$ cat config.mk
export PLATFORM = sky130hd
export DESIGN_NAME = turn_controller
export DESIGN_NICKNAME = d
export VERILOG_FILES = /design/src/rtl/turn_controller.sv
export SDC_FILE = /design/constraint.sdc
export NUM_CORES = 1
export LEC_CHECK = 0
export BUFFER_PORTS_ARGS = -buffer_cell sky130_fd_sc_hd__buf_2
export CAP_MARGIN = 20
export CORE_ASPECT_RATIO = 0.5
export CORE_MARGIN = 2
export CORE_UTILIZATION = 55
export DETAILED_ROUTE_END_ITERATION = 10
export PLACE_DENSITY_LB_ADDON = 0.1
export SETUP_SLACK_MARGIN = 0.4
export SKIP_CTS_REPAIR_TIMING = 1
export SLEW_MARGIN = 40
export SYNTH_ARGS = -nofsm -noshare
export SYNTH_HDL_FRONTEND = slang
export SYNTH_SLANG_ARGS = --single-unit
$ cat constraint.sdc
create_clock -name clk -period 2.5 [get_ports clk]
set_clock_uncertainty 0.15 [all_clocks]
set_input_delay 0.5 -clock clk [delete_from_list [all_inputs] [get_ports clk]]
set_output_delay 0.5 -clock clk [all_outputs]
set_load 0.01 [all_outputs]
$ cat src/rtl/turn_controller.sv
// Turn sequencing for a user-vs-CPU game: arms the countdown, alternates turns, detects win/draw/timeout.
// Optional macro TURN_BCD_DISPLAY_EN adds a registered BCD view of timer_value.
module turn_controller #(
  parameter int unsigned CLK_HZ    = 100000000,
  parameter int unsigned MAX_TURNS = 42
) (
  input  logic       clk,
  input  logic       reset,
  input  logic       start,
  input  logic       move_valid,
  input  logic       user_win,
  input  logic       cpu_done,
  input  logic       cpu_win,
  input  logic [5:0] timer_value,
  input  logic       time_out,
  output logic       user_turn,
  output logic       timer_reset,
  output logic       tick_1s,
  output logic       cpu_go,
  output logic       game_over,
  output logic [1:0] winner,
  output logic [7:0] turn_count,
  output logic [3:0] bcd_tens,
  output logic [3:0] bcd_ones
);

  localparam int unsigned PW = (CLK_HZ > 1) ? $clog2(CLK_HZ) : 1;
  localparam logic [PW-1:0] PRE_LAST = PW'(CLK_HZ - 1);
  localparam logic [7:0] TURN_MAX = 8'(MAX_TURNS);

  localparam logic [1:0] WIN_NONE = 2'b00;
  localparam logic [1:0] WIN_USER = 2'b01;
  localparam logic [1:0] WIN_CPU  = 2'b10;
  localparam logic [1:0] WIN_DRAW = 2'b11;

  typedef enum logic [2:0] {IDLE, ARM, USER, CPU, OVER} state_t;

  state_t        state, next_state;
  logic [PW-1:0] prescaler;
  logic [7:0]    count_inc;
  logic [1:0]    winner_d;
  logic [7:0]    count_d;
  logic          user_turn_d, timer_reset_d, tick_d, cpu_go_d, game_over_d;

  // Saturating increment so the count can never wrap past MAX_TURNS
  assign count_inc = (turn_count >= TURN_MAX) ? TURN_MAX : turn_count + 8'd1;

  always_ff @(posedge clk or posedge reset) begin
    if (reset) state <= IDLE;
    else       state <= next_state;
  end

  always_comb begin
    next_state = state;
    winner_d   = winner;
    count_d    = turn_count;
    case (state)
      IDLE, OVER: begin
        if (start) begin
          next_state = ARM;
          winner_d   = WIN_NONE;
          count_d    = 8'd0;
        end
      end
      ARM: next_state = USER;
      USER: begin
        // A committed move takes priority over a coincident timeout
        if (move_valid) begin
          count_d = count_inc;
          if (user_win) begin
            next_state = OVER;
            winner_d   = WIN_USER;
          end else if (count_inc == TURN_MAX) begin
            next_state = OVER;
            winner_d   = WIN_DRAW;
          end else begin
            next_state = CPU;
          end
        end else if (time_out) begin
          next_state = OVER;
          winner_d   = WIN_CPU;
        end
      end
      CPU: begin
        if (cpu_done) begin
          count_d = count_inc;
          if (cpu_win) begin
            next_state = OVER;
            winner_d   = WIN_CPU;
          end else if (count_inc == TURN_MAX) begin
            next_state = OVER;
            winner_d   = WIN_DRAW;
          end else begin
            next_state = ARM;
          end
        end
      end
      default: next_state = IDLE;
    endcase
  end

  // Outputs are decoded from next_state so the registered copies line up with state
  always_comb begin
    user_turn_d   = 1'b0;
    timer_reset_d = 1'b1;
    tick_d        = 1'b0;
    cpu_go_d      = 1'b0;
    game_over_d   = 1'b0;
    case (next_state)
      USER: begin
        user_turn_d   = 1'b1;
        timer_reset_d = 1'b0;
        tick_d        = (state == USER) && (prescaler == PRE_LAST);
      end
      CPU:     cpu_go_d    = (state != CPU);
      OVER:    game_over_d = 1'b1;
      default: ;
    endcase
  end

  always_ff @(posedge clk or posedge reset) begin
    if (reset) begin
      prescaler   <= '0;
      user_turn   <= 1'b0;
      timer_reset <= 1'b1;
      tick_1s     <= 1'b0;
      cpu_go      <= 1'b0;
      game_over   <= 1'b0;
      winner      <= WIN_NONE;
      turn_count  <= 8'd0;
    end else begin
      if (state == USER) prescaler <= (prescaler == PRE_LAST) ? '0 : prescaler + PW'(1);
      else               prescaler <= '0;
      user_turn   <= user_turn_d;
      timer_reset <= timer_reset_d;
      tick_1s     <= tick_d;
      cpu_go      <= cpu_go_d;
      game_over   <= game_over_d;
      winner      <= winner_d;
      turn_count  <= count_d;
    end
  end

`ifdef TURN_BCD_DISPLAY_EN
  logic [5:0] secs;

  // Timer readings above 60 are shown as 60
  assign secs = (timer_value > 6'd60) ? 6'd60 : timer_value;

  always_ff @(posedge clk or posedge reset) begin
    if (reset) begin
      bcd_tens <= 4'd0;
      bcd_ones <= 4'd0;
    end else begin
      bcd_tens <= 4'(secs / 6'd10);
      bcd_ones <= 4'(secs % 6'd10);
    end
  end
`else
  logic unused_timer_value;

  assign unused_timer_value = ^timer_value;
  assign bcd_tens = 4'd0;
  assign bcd_ones = 4'd0;
`endif

endmodule

==> results.cfg <==
[logic_synthesis]
synth_top_area_share_pct = 44.7
seq_area_frac_synth_pct = 45.8
mappedNetlistArea_sq_mm = 0.00246
synth_edf_count = 0
syn_inst = 248
syn_area_per_cell_sq_um = 9.93
synth_top_cell_by_area = dfrtp_1
yosys_warnings = 0
synth_area_leaders = dfrtp_1, a21oi_1, xor2_1
synth_flop_cell = dfrtp_1
ys_types = 54
async_flop_share_pct = 100
synth_seq_cells = 45

[drt]
wire_per_inst_um = 14.3
drc_errors = 0
ant_nets = 0
first_iter_violations = 91
drtPass1Iterations = 6
vias = 1939
finalWirelength_um = 4700
avgViaCountPerCell = 5.89

[sta]
slew_headroom_pct = 62.2
setup-tns-final_ns = 0
finalWorstSetupSlack_ns = 0.509
rsz0062_at_grt = yes
hold_viol = 0
finalCriticalPeriod_ns = 1.99
setup_viol = 0
maxSlewViolCount = 0
tightestPinTransition_ns = 0.567
fmax_mhz = 502
fin_crit_sh_pct = 79.6

[floorplan]
coreArea_sq_mm = 0.00436
dieArea_sq_mm = 0.00506
rows = 17
ioPinCount = 37
initial_core_util_pct = 56.5
die_y_um = 51.3
die_w_um = 98.7

[clocking]
cts_tree = built
cts_buffers = 5
clk_latency_ns = 0.29
clk_pin_slew_ns = 0.08
cts-root-buf = clkbuf_8
clk_path_buf_depth = 2
clock_sinks = 45
htree_levels = 2

[power_and_ir_drop]
sequentialPowerShare_pct = 48.0
power.density_mw_per_mm2 = 690
p_comb_share_pct = 27.4
p_leak_nw = 1.18
sw_frac_of_total_pct = 32.9
pwr-share-clk_pct = 24.6
ir_drop_mv = 0.253
p_int_mw = 1.23
power_switching_mw = 0.605

[worst_setup_path]
path_cells = ha_1 > and3_2 > nand4_4 > or4_1 > a21oi_1
crit_type = register to register
cp.required_ns = 2.57
rr_startpoint = prescaler[0]
worstPathArrival_ns = 2.07
crit_path_start_kind = register
end_kind = register
r2r-end = prescaler[26]
worstPathMaxFanout = 14
reg2regPathDepth = 5
max_stage_delay_ns = 0.52
cp_top_family = simple AND/OR/NAND/NOR gates
worst_path_max_delay_cell = or4_1
r2r_slack_ns = 0.51
crit_buf_inv = 0

[final_layout]
final_cell_mix = dfrtp_1, buf_2, nor2_1, a21oi_1, nand3_1
utilization_pct = 61.1
final_cells = 329
layout_commonest_cell = dfrtp_1
syn_to_final_growth_pct = 8.13
drive_gt1_share_pct = 18.4
stdcell_area_sq_mm = 0.00266
n_antenna_cell = 0
final_net_count = 289

[outcome]
status = finished clean

[global_routing]
grt.overflow.total = 0
grt_antenna_before_repair = 0
grt_use_total_pct = 20.8
grt_pass1_vias = 1892
grt_max_degree = 46
grt_pass1_wl_um = 8350

[worst_hold_path]
worstHoldPathType = input port to async pin

[placed_design]
gp_congestion = 0.847
portBuffers = 22
placed_cell_area_sq_mm = 0.00257
dp_hpwl_um = 3130
post-place-cells = 322
dp_slack_ns = 0.439

[job]
cap_violations = 0
power by group through the flow:
stage | sequential, mW | combinational (mW) | clock, mW
3_5_place_dp | 0.894 | 0.503 | 0
3_3_place_gp | 0.893 | 0.491 | 0
5_1_grt | 0.894 | 0.570 | 0.500
4_1_cts | 0.880 | 0.505 | 0.471
6_report | 0.882 | 0.503 | 0.453
2_1_floorplan | 0.906 | 0.355 | 0
registers in the layout (all words and copies together), names as in the netlist:
| name | flops |
|---|---|
| prescaler | 27 |
| turn_count | 8 |
| state | 3 |
| winner | 2 |
| cpu_go | 1 |
| game_over | 1 |
| tick_1s | 1 |
| timer_reset | 1 |
| user_turn | 1 |
final cells by class:
cell class              instances  area [sq um]
inverters                      10          37.5
flip-flops and latches         45          1130
fillers                       397          1700
clock buffers                   7          86.3
multi-input cells             182          1190
repair buffers                 28           155
well taps                      57          71.3
worst register-to-register path, stage by stage, from the launching register on:
cell	delay [ns]
dfrtp_1	0.39
ha_1	0.20
and3_2	0.30
nand4_4	0.22
or4_1	0.52
a21oi_1	0.15
cells by family (layout without fill, tap and decap cells):
family	after synthesis	in the layout	share of synthesized area (%)
and+or+nand+nor	97	97	24.1
AOI/OAI and AO/OA	60	60	15.9
DFF	45	45	45.8
buffers and inverters	28	45	7.42
xor gates and xnor gates	12	12	4.27
adders and majority gates	3	3	1.52
muxes	2	2	0.863
other	1	8	0.152
routing by layer:
metal  global-route usage (%)  share of wire, %
met1                     26.9                47
met2                     35.0                48
met3                     5.06               4.0
met4                     6.85              0.83
met5                        0                 0
cell usage after synthesis, drive strengths merged, types with 2 or more instances:
cell	number
dfrtp	44
nor2	19
a21oi	18
buf	16
nand3	14
o21ai	14
nand2	11
inv	10
o31ai	10
xor2	9
nand4	8
and3	7
or3	7
or4	6
and4	5
nand2b	5
a31oi	3
ha	3
nor3	3
nor4	3
o22ai	3
xnor2	3
a31o	2
clkbuf	2
nor2b	2
nor4b	2
through the flow:
stage | hold slack, ns | total power, mW
2_1_floorplan | 0.294 | 1.26
3_3_place_gp | 0.316 | 1.38
3_5_place_dp | 0.329 | 1.40
4_1_cts | 0.202 | 1.86
5_1_grt | 0.241 | 1.96
6_report | 0.180 | 1.84
how the worst max path moves through the flow:
stage | cells after the start | slack [ns] | endpoint | start
3_5_place_dp | 5 | 0.44 | prescaler[26] | prescaler[0]
6_report | 5 | 0.51 | prescaler[26] | prescaler[0]
4_1_cts | 5 | 0.41 | prescaler[26] | prescaler[0]
2_1_floorplan | 7 | 0.67 | prescaler[22] | prescaler[0]
5_1_grt | 5 | 0.38 | prescaler[26] | prescaler[0]
3_3_place_gp | 5 | 0.49 | prescaler[26] | prescaler[0]
Power figures use the tool's default switching activity.
